`src/rtl/immgen_pipe_if.sv`:
```
// Handshake bundle for immgen_pipe: fetch-side word/tag input and decode-side result output.
// master = producer/consumer environment, slave = the immediate-generator pipe itself.
interface immgen_pipe_if #(
    parameter int unsigned XLEN  = 32,
    parameter int unsigned TAG_W = 8
);
    // Fetch side
    logic             in_valid;
    logic             in_ready;
    logic [31:0]      in_inst;
    logic [TAG_W-1:0] in_tag;

    // Decode side
    logic             out_valid;
    logic             out_ready;
    logic [XLEN-1:0]  out_imm;
    logic [2:0]       out_fmt;
    logic             out_illegal;
    logic [TAG_W-1:0] out_tag;

    modport master (
        output in_valid, in_inst, in_tag, out_ready,
        input  in_ready, out_valid, out_imm, out_fmt, out_illegal, out_tag
    );

    modport slave (
        input  in_valid, in_inst, in_tag, out_ready,
        output in_ready, out_valid, out_imm, out_fmt, out_illegal, out_tag
    );
endinterface

```
`src/rtl/immgen_pipe.sv`:
```
// Registered immediate generator for RV32I/RV64I instruction words.
// Each accepted word is decoded into {imm, fmt, illegal} and buffered, with its tag, in a
// 2-entry skid FIFO. The head entry register drives the outputs directly, so there is no
// combinational path from the input side to the output side, and in_ready only depends on
// registered occupancy.
module immgen_pipe #(
    parameter int unsigned XLEN  = 32,
    parameter int unsigned TAG_W = 8
) (
    input logic          clk,
    input logic          rst,
    input logic          flush,
    immgen_pipe_if.slave bus
);

    // Format codes presented on out_fmt
    localparam logic [2:0] FMT_NONE = 3'd0;
    localparam logic [2:0] FMT_I    = 3'd1;
    localparam logic [2:0] FMT_S    = 3'd2;
    localparam logic [2:0] FMT_B    = 3'd3;
    localparam logic [2:0] FMT_U    = 3'd4;
    localparam logic [2:0] FMT_J    = 3'd5;

    // Occupancy states
    localparam logic [1:0] ST_EMPTY = 2'd0;
    localparam logic [1:0] ST_ONE   = 2'd1;
    localparam logic [1:0] ST_TWO   = 2'd2;

    typedef struct packed {
        logic [XLEN-1:0]  imm;
        logic [2:0]       fmt;
        logic             illegal;
        logic [TAG_W-1:0] tag;
    } entry_t;

    localparam entry_t ENTRY_ZERO = '0;

    logic [1:0] state_q, state_d;
    entry_t     head_q, head_d;
    entry_t     tail_q, tail_d;
    entry_t     dec;

    logic       push;
    logic       pop;

    // Decode one instruction word into a buffer entry
    function automatic entry_t decode(input logic [31:0] inst, input logic [TAG_W-1:0] tag);
        entry_t             e;
        logic signed [31:0] imm32;
        logic [2:0]         fmt;
        logic               bad;

        imm32 = '0;
        fmt   = FMT_NONE;
        bad   = 1'b0;

        unique case (inst[6:2])
            // LOAD, LOAD-FP, OP-IMM, JALR, SYSTEM
            5'b00000, 5'b00001, 5'b00011, 5'b00100, 5'b11001, 5'b11100: begin
                fmt = FMT_I;
            end
            // OP-IMM-32 exists only on RV64
            5'b00110: begin
                if (XLEN == 64) begin
                    fmt = FMT_I;
                end else begin
                    bad = 1'b1;
                end
            end
            // STORE, STORE-FP
            5'b01000, 5'b01001: fmt = FMT_S;
            5'b11000:           fmt = FMT_B;
            5'b11011:           fmt = FMT_J;
            // AUIPC, LUI
            5'b00101, 5'b01101: fmt = FMT_U;
            default:            bad = 1'b1;
        endcase

        // 16-bit compressed encodings are not handled here
        if (inst[1:0] != 2'b11) begin
            bad = 1'b1;
        end

        unique case (fmt)
            FMT_I:   imm32 = {{20{inst[31]}}, inst[31:20]};
            FMT_S:   imm32 = {{20{inst[31]}}, inst[31:25], inst[11:7]};
            FMT_B:   imm32 = {{19{inst[31]}}, inst[31], inst[7], inst[30:25], inst[11:8], 1'b0};
            FMT_U:   imm32 = {inst[31:12], 12'b0};
            FMT_J:   imm32 = {{11{inst[31]}}, inst[31], inst[19:12], inst[20], inst[30:21],
                              1'b0};
            default: imm32 = '0;
        endcase

        if (bad) begin
            imm32 = '0;
            fmt   = FMT_NONE;
        end

        // Sign-extending size cast covers both XLEN=32 and XLEN=64
        e.imm     = XLEN'(imm32);
        e.fmt     = fmt;
        e.illegal = bad;
        e.tag     = tag;
        return e;
    endfunction

    // Decode the incoming word; only captured when it is pushed
    always_comb begin
        dec = decode(bus.in_inst, bus.in_tag);
    end

    // Handshake qualifiers; flush squashes both sides
    always_comb begin
        push = bus.in_valid & (state_q != ST_TWO) & ~flush;
        pop  = (state_q != ST_EMPTY) & bus.out_ready & ~flush;
    end

    // Occupancy FSM and entry movement
    always_comb begin
        state_d = state_q;
        head_d  = head_q;
        tail_d  = tail_q;

        if (flush) begin
            // Data registers may keep stale contents; only occupancy matters
            state_d = ST_EMPTY;
        end else begin
            unique case (state_q)
                ST_EMPTY: begin
                    if (push) begin
                        head_d  = dec;
                        state_d = ST_ONE;
                    end
                end
                ST_ONE: begin
                    if (push && pop) begin
                        // Head leaves, new word takes its place
                        head_d = dec;
                    end else if (push) begin
                        tail_d  = dec;
                        state_d = ST_TWO;
                    end else if (pop) begin
                        state_d = ST_EMPTY;
                    end
                end
                ST_TWO: begin
                    // in_ready is low here, so push cannot occur
                    if (pop) begin
                        head_d  = tail_q;
                        state_d = ST_ONE;
                    end
                end
                default: begin
                    state_d = ST_EMPTY;
                end
            endcase
        end
    end

    // State and entry registers; reset also clears the visible output payload
    always_ff @(posedge clk) begin
        if (rst) begin
            state_q <= ST_EMPTY;
            head_q  <= ENTRY_ZERO;
            tail_q  <= ENTRY_ZERO;
        end else begin
            state_q <= state_d;
            head_q  <= head_d;
            tail_q  <= tail_d;
        end
    end

    // Outputs come straight from registers
    always_comb begin
        bus.in_ready    = (state_q != ST_TWO);
        bus.out_valid   = (state_q != ST_EMPTY);
        bus.out_imm     = head_q.imm;
        bus.out_fmt     = head_q.fmt;
        bus.out_illegal = head_q.illegal;
        bus.out_tag     = head_q.tag;
    end

endmodule

```
`src/flat_wrapper.sv`:
```
// flat-port wrapper written by rule: the top's interface ports become plain ports
module immgen_pipe_flat 
#(
    parameter int unsigned XLEN  = 32,
    parameter int unsigned TAG_W = 8
)
  (clk, rst, flush, bus_in_valid, bus_in_inst, bus_in_tag, bus_out_ready, bus_in_ready, bus_out_valid, bus_out_imm, bus_out_fmt, bus_out_illegal, bus_out_tag);
  immgen_pipe_if #(.XLEN(XLEN), .TAG_W(TAG_W)) bus_i ();
  input logic clk;
  input logic rst;
  input logic flush;
  input wire logic [$bits(bus_i.in_valid)-1:0] bus_in_valid;
  input wire logic [$bits(bus_i.in_inst)-1:0] bus_in_inst;
  input wire logic [$bits(bus_i.in_tag)-1:0] bus_in_tag;
  input wire logic [$bits(bus_i.out_ready)-1:0] bus_out_ready;
  output wire logic [$bits(bus_i.in_ready)-1:0] bus_in_ready;
  output wire logic [$bits(bus_i.out_valid)-1:0] bus_out_valid;
  output wire logic [$bits(bus_i.out_imm)-1:0] bus_out_imm;
  output wire logic [$bits(bus_i.out_fmt)-1:0] bus_out_fmt;
  output wire logic [$bits(bus_i.out_illegal)-1:0] bus_out_illegal;
  output wire logic [$bits(bus_i.out_tag)-1:0] bus_out_tag;
  assign bus_i.in_valid = bus_in_valid;
  assign bus_i.in_inst = bus_in_inst;
  assign bus_i.in_tag = bus_in_tag;
  assign bus_i.out_ready = bus_out_ready;
  assign bus_in_ready = bus_i.in_ready;
  assign bus_out_valid = bus_i.out_valid;
  assign bus_out_imm = bus_i.out_imm;
  assign bus_out_fmt = bus_i.out_fmt;
  assign bus_out_illegal = bus_i.out_illegal;
  assign bus_out_tag = bus_i.out_tag;
  immgen_pipe #(.XLEN(XLEN), .TAG_W(TAG_W)) u_core (.clk(clk), .rst(rst), .flush(flush), .bus(bus_i));
endmodule
```
`config.mk`:
```
export PLATFORM = sky130hd
export DESIGN_NAME = immgen_pipe_flat
export DESIGN_NICKNAME = d
export VERILOG_FILES = /design/src/rtl/immgen_pipe_if.sv /design/src/rtl/immgen_pipe.sv /design/src/flat_wrapper.sv
export SDC_FILE = /design/constraint.sdc
export NUM_CORES = 1
export LEC_CHECK = 0
export BUFFER_PORTS_ARGS = -buffer_cell sky130_fd_sc_hd__buf_2
export CAP_MARGIN = 20
export CORE_UTILIZATION = 51
export DETAILED_ROUTE_END_ITERATION = 8
export GPL_TIMING_DRIVEN = 0
export PLACE_DENSITY = 0.76
export SYNTH_ARGS = -nofsm -noshare
export SYNTH_HDL_FRONTEND = slang
export SYNTH_SLANG_ARGS = --single-unit
```
`constraint.sdc`:
```
create_clock -name clk -period 5.6 [get_ports clk]
set_input_delay 0 -clock clk [delete_from_list [all_inputs] [get_ports clk]]
set_output_delay 0 -clock clk [all_outputs]
set_load 0.02 [all_outputs]
```
==> summary.txt, run 1 <==
Synthesis
  • Mux cell area share after synthesis: 0.516%
  • Most frequent cell after synthesis: dfxtp_1
  • Netlist cell types: 51
  • Post-Synthesis Cells: 505
  • Share of the synthesized area in the top cell type: 43.7%
  • Number of synthesized register bits: 90
  • Synth Area in XOR/XNOR: 0.212%
  • Post-synth EDFFs: 0
  • Top_reg_cell synth: dfxtp_1
  • Async set or reset register ratio after synthesis: 0%
  • Syn Nets: 550
  • Mapped cell area: 0.00412 mm2
  • Mean Syn Cell Area: 8.16 um2
  • YS warnings: 0
  • Synth area leaders: dfxtp_1 (44%), nor2_1 (7.8%), nand2_1 (5.2%)
  • Synth area leader: dfxtp_1
  • Sequential area share after synthesis: 43.7%
  • Post-synthesis simple-gate area fraction: 23.9%
  • Synth Area in Compound Gates: 26.0%
  • Most frequent cells after synthesis: dfxtp_1 (90), nor2_1 (86), nand2_1 (57)
  • Synth Area in Adders: 0%
  • Largest family of logic cells by synthesized area: compound AO/OA/AOI/OAI gates

Global routing
  • Congestion Overflow GR: 0
  • Largest net degree at the start of global routing: 17
  • First-pass GRT wire length: 18,700 um
  • Antenna violations before repair: 0
  • Total Routing Usage GR: 28.1%
  • Vias in the first global route: 3,866

Clock network
  • Clk Latency, worst-skew pair: 0.36 ns
  • CTS Buf Count: 9
  • CTS H-tree lvls: 3
  • Root buf cell: clkbuf_8
  • Post-CTS Resized: 0
  • Buffer levels on the longest clock path: 2
  • CTS tree: done
  • Clock transition at path regs: 0.10 ns
  • Clk sinks: 90

Power and ir drop
  • Power Density: 259 mW/mm2
  • Worst vdd ir: 0.111 mV
  • Static Leak: 2.00 nW
  • Tot Pwr: 1.31 mW

Floorplan
  • Die area: 0.00845 mm2
  • Core region area: 0.00777 mm2
  • Standard-cell rows: 32
  • Chip Width: 91.9 um
  • Starting Density: 53.1%
  • Die height: 91.9 um
  • # IOs: 91

STA
  • Worst hold slack: 0.0203 ns
  • Fmax: 405 MHz
  • Final Hold Fails: 0
  • Slew Limit Headroom: 38.4%
  • Crit share post-route: 44.1%
  • Final setup TNS: 0 ns
  • Actual slew at the worst max-slew pin: 0.921 ns
  • Setup WS post-layout: 3.13 ns
  • Fin crit period: 2.47 ns
  • Final setup viols: 0
  • RSZ-0062 raised after global routing: no
  • Final slew viol count: 0
  • Final worst clock skew: 0.0107 ns

Place
  • Pre-CTS WS: 3.51 ns
  • GPL Wtd Cong: 0.962
  • # placed instances: 697
  • Post-DP HPWL: 8280 um
  • # port buffers: 90

Setup path
  • Arr. time, crit path: 2.77 ns
  • Critical path capture point type: register
  • Register-to-register setup slack: 3.13 ns
  • CP max FO: 10
  • Worst endpoint required time: 5.90 ns
  • Critical setup path kind: reg2reg
  • Startpoint class of the critical path: register

Drt
  • Metal3 WL: 620 um
  • Via count: 4,147
  • Drt pass-1 iters: 4
  • Post-DRT Antenna Nets: 0
  • DR top layer: met4
  • Drt drc: 0
  • WL final: 11,400 um
  • Vias per inst: 5.67
  • M1 wire length: 5070 um
  • 1st-iter DRT viols: 239
  • Met2 routed wirelength: 5340 um
  • WL/cell: 15.6 um

Outcome
  • Outcome: completed

Finish
  • Area Growth Syn to Fin: 22.6%
  • Share of cells above drive strength 1: 21.6%
  • Nets: 669
  • Final Non-Filler Cells: 731
  • # diodes: 0

Flow run
  • Max cap viols: 0

Worst hold path
  • Worst Hold Class: in2reg
layout make-up:
cell class	instances	area [um2]
fill	721	2710
multi-input combinational	366	2090
sequential	90	1800
timing repair buffer	108	631
buffer	43	209
tap	102	128
clock buffer	9	124
clock inverter	7	51.3
inverter	6	22.5
sequential cells by signal, summed over array words and instances, names as in the netlist:
register                flops
u_core.tail_q              44
u_core.bus.out_imm         32
u_core.bus.out_tag          8
u_core.bus.out_fmt          3
u_core.state_q              2
u_core.bus.out_illegal      1
cell families after synthesis:
kind of cell    Yosys count
simple gates            207
compound gates          156
flops                    90
buf+inv                  49
mux                       2
xor+xnor                  1
stage by stage:
step	util (%)	area, um2
2_1_floorplan	-	4120
3_3_place_gp	60.5	4700
3_5_place_dp	60.5	4700
4_1_cts	65.1	5060
5_1_grt	65.1	5060
6_report	65.1	5060
report_power, final:
group	total [mW]	switching, mW	internal, mW
sequential	0.676	0.0125	0.664
combinational	0.223	0.140	0.0824
clock	0.408	0.244	0.164
total	1.31	0.396	0.911
routing by layer:
metal  up-vias  global-route usage [%]
met5         -                       0
met1      1928                    36.6
met2       146                    45.3
met3        30                    4.56
met4         0                    13.9
li1       2043                       -
worst paths after layout:
| kind | startpoint | to | depth (start not counted) |
|---|---|---|---|
| setup / recovery | u_core.state_q[1] | u_core.state_q[1] | 6 |
| hold / removal | bus_in_inst[19] | u_core.tail_q[31] | 4 |
| setup reg to reg | u_core.state_q[1] | u_core.state_q[1] | 6 |
| hold reg to reg | u_core.tail_q[7] | u_core.tail_q[7] | 2 |
cell usage in the layout, fill, tap and decap left out, types with 2 or more instances in the layout:
master and instances:
buf_2 95, dfxtp_1 90, nor2_1 86, nand2_1 57
a21oi_1 33, clkbuf_1 28, a211oi_1 25, o21ai_0 23
and2_1 19, dlygate4sd3_1 18, nor3_1 16, a32oi_1 13
a221oi_1 10, o21ai_2 10, o21ai_1 9, clkbuf_8 9
a22oi_1 8, a311oi_1 8, inv_1 5, o21a_1 5
buf_6 5, nand2b_1 5, buf_1 4, a22o_1 4
nor2b_1 3, nor3b_1 3, inv_6 3, nor4_4 2
nor4_1 2, and3_1 2, or3_1 2, clkinv_2 2
clkinvlp_4 2
critical path, cell delays in order (launching register included):
cell and delay [ns]:
dfxtp_1 0.39, inv_1 0.07, nor2_1 0.70, clkbuf_1 0.43, a21oi_1 0.08, nor4_1 0.17, dlygate4sd3_1 0.58
timing repair:
| item | 4_1_cts | 5_1_grt |
|---|---|---|
| setup buffers | 0 | 0 |
| endpoints found under the hold margin | 25 | 0 |
| hold buffers | 18 | 0 |
(Power assumes the default switching activity.)
==> inputs of run 2 (changes only) <==
clock period = 2.4 ns   (was 5.6 ns; I/O delays follow)
==> summary.txt, run 2 (same netlist as run 1, synthesis figures left out) <==
Outcome
  • Outcome: completed (unchanged)

Global routing
  • Congestion Overflow GR: 0 (unchanged)
  • First-pass GRT wire length: 18,700 um (about the same)
  • Met3 Use GR: 4.56% (unchanged)
  • Largest net degree at the start of global routing: 17 (unchanged)
  • GR Util met2: 45.1% (was 45.3%)
  • Antenna violations before repair: 0 (unchanged)
  • Total Routing Usage GR: 28.1% (about the same)
  • Vias in the first global route: 3,841 (was 3,866)
  • Global routing usage on met1: 36.6% (unchanged)
  • Most used routing layer: met2 (unchanged)

Floorplan
  • Die area: 0.00845 mm2 (unchanged)
  • Die height: 91.9 um (unchanged)
  • Chip Width: 91.9 um (unchanged)
  • # IOs: 91 (unchanged)
  • Core region area: 0.00777 mm2 (unchanged)
  • Standard-cell rows: 32 (unchanged)
  • Starting Density: 53.1% (unchanged)

STA
  • Final slew viol count: 0 (unchanged)
  • Final worst clock skew: 0.0108 ns (was 0.0107 ns)
  • RSZ-0062 raised after global routing: no (unchanged)
  • Final setup TNS: 0 ns (unchanged)
  • Slew Limit Headroom: 38.2% (was 38.4%)
  • Fin crit period: 2.15 ns
  • Final setup viols: 0 (unchanged)
  • Setup WS post-layout: 0.254 ns (was 3.13 ns)
  • Crit share post-route: 89.4%
  • Fmax: 466 MHz
  • Actual slew at the worst max-slew pin: 0.924 ns (was 0.921 ns)
  • Final Hold Fails: 0 (unchanged)

Setup path
  • CP endpoint: bus_in_ready (was u_core.state_q[1])
  • WP buf/inv: 4 (was 3)
  • Crit Reg-Reg Startpoint: u_core.state_q[1] (unchanged)
  • Worst Reg2Reg Path Length in Cells: 5 (was 6)
  • Arr. time, crit path: 2.15 ns (was 2.77 ns)
  • Max stage delay on crit path: 0.70 ns (about the same)
  • Max stage delay cell, worst path: nor2_1 (unchanged)
  • Startpoint class of the critical path: register (unchanged)
  • Crit-path cells: inv_1 -> nor2_1 -> inv_1 -> clkbuf_1 -> buf_2 (was inv_1 -> nor2_1 -> clkbuf_1 -> a21oi_1 -> nor4_1 -> dlygate4sd3_1)
  • Critical path capture point type: primary output (was register)
  • Worst R2R End: u_core.bus.out_imm[5] (was u_core.state_q[1])
  • Cell family with most CP delay: buffers and inverters (unchanged)
  • Register-to-register setup slack: 0.26 ns (was 3.13 ns)
  • Worst endpoint required time: 2.40 ns (was 5.90 ns)
  • Critical setup path kind: reg2out (was reg2reg)
  • CP most frequent cell: inv_1
  • CP max FO: 10 (unchanged)
  • Worst path depth: 5 (was 6)
  • Worst Setup SP: u_core.state_q[1] (unchanged)

Clock network
  • Clk Latency, worst-skew pair: 0.36 ns (about the same)
  • Clk sinks: 90 (unchanged)
  • Buffer levels on the longest clock path: 2 (unchanged)
  • CTS tree: done (unchanged)
  • Post-CTS Resized: 0 (unchanged)
  • Clock transition at path regs: 0.10 ns (about the same)
  • CTS H-tree lvls: 3 (unchanged)
  • Root buf cell: clkbuf_8 (unchanged)
  • CTS Buf Count: 9 (unchanged)

Drt
  • WL/cell: 15.6 um (about the same)
  • Drt pass-1 iters: 4 (unchanged)
  • Via count: 4,146 (was 4,147)
  • 1st-iter DRT viols: 249 (was 239)
  • Drt drc: 0 (unchanged)
  • WL final: 11,400 um (about the same)
  • Post-DRT Antenna Nets: 0 (unchanged)
  • Vias per inst: 5.68 (was 5.67)

Finish
  • Largest register FFs: 44 (unchanged)
  • Top reg by flops: u_core.tail_q (unchanged)
  • Share of cells above drive strength 1: 21.7% (was 21.6%)
  • Commonest cells after routing, fill and taps aside: buf_2 (95), dfxtp_1 (90), nor2_1 (86) (unchanged)
  • Most common cell after layout, fill and taps aside: buf_2 (unchanged)
  • Design Area, Final: 0.00505 mm2 (was 0.00506 mm2)
  • # diodes: 0 (unchanged)
  • Area Growth Syn to Fin: 22.4% (was 22.6%)
  • Nets: 668 (was 669)

Place
  • Pre-CTS WS: 0.314 ns (was 3.51 ns)
  • Post-DP HPWL: 8280 um (unchanged)
  • Post-DP Area: 0.00470 mm2 (unchanged)
  • # port buffers: 90 (unchanged)
  • GPL Wtd Cong: 0.962 (unchanged)

Power and ir drop
  • Worst vdd ir: 0.260 mV (was 0.111 mV)
  • Tot Pwr: 3.05 mW (was 1.31 mW)
  • Static Leak: 1.99 nW (was 2.00 nW)
  • Power Density: 605 mW/mm2 (was 259 mW/mm2)

Flow run
  • Max cap viols: 0 (unchanged)

Worst hold path
  • Worst Hold Class: in2reg (unchanged)
  • WHS Path Cells: 4 (unchanged)
-- run 2: cell types whose count changed in the layout (fill, tap and decap cells not counted) --
| cell | change |
|---|---|
| dlygate4sd3_1 | -1 |
-- run 2: power by group --
part | total, mW | switching [mW] | leakage (nW) | internal (mW)
Combinational | 0.520 | 0.327 | 1.18 | 0.192
Sequential | 1.58 | 0.0292 | 0.733 | 1.55
Clock | 0.956 | 0.572 | 0.0864 | 0.384
Total | 3.05 | 0.929 | 1.99 | 2.12
-- run 2: how the worst min path moves through the flow --
stage                               start                end
after floorplan                     flush  u_core.state_q[1]
after global placement      bus_out_ready  u_core.state_q[1]
after detailed placement    bus_out_ready  u_core.state_q[1]
after CTS                 bus_in_inst[18]  u_core.tail_q[30]
after global routing      bus_in_inst[18]  u_core.tail_q[30]
final                     bus_in_inst[19]  u_core.tail_q[31]
-- run 2: worst reg2reg max path, delay by kind of cell, from the launching register on --
family,cells,cell delay [ns]
simple gates,1,0.70
flops,1,0.38
compound gates,2,0.44
buf+inv,2,0.54
-- run 2: repair_timing --
item / 4_1_cts / 5_1_grt
endpoints found under the hold margin: 25 / 0
setup buffers: 0 / 0
hold buffers: 17 / 0
-- run 2: layout make-up --
cell class	instances	area, um2
plain buffers	43	209
clock buffers	9	124
clock inverters	7	51.3
fillers	722	2720
inverters	6	22.5
multi-input cells	366	2090
flip-flops and latches	90	1800
well taps	102	128
repair buffers	107	621
-- run 2: metrics by stage --
step	std cells	utilization [%]	hold slack (ns)
6_report	730	65.0	0.0157
5_1_grt	730	65.0	0.0305
4_1_cts	730	65.0	0.0151
3_5_place_dp	697	60.5	0.230
3_3_place_gp	697	60.5	0.220
2_1_floorplan	505	-	0.0781
-- run 2: layer usage --
metal	part of all wire [%]	routed length, um
met1	44	5010
met4	3.3	381
met2	47	5330
met5	0	0
met3	5.9	675
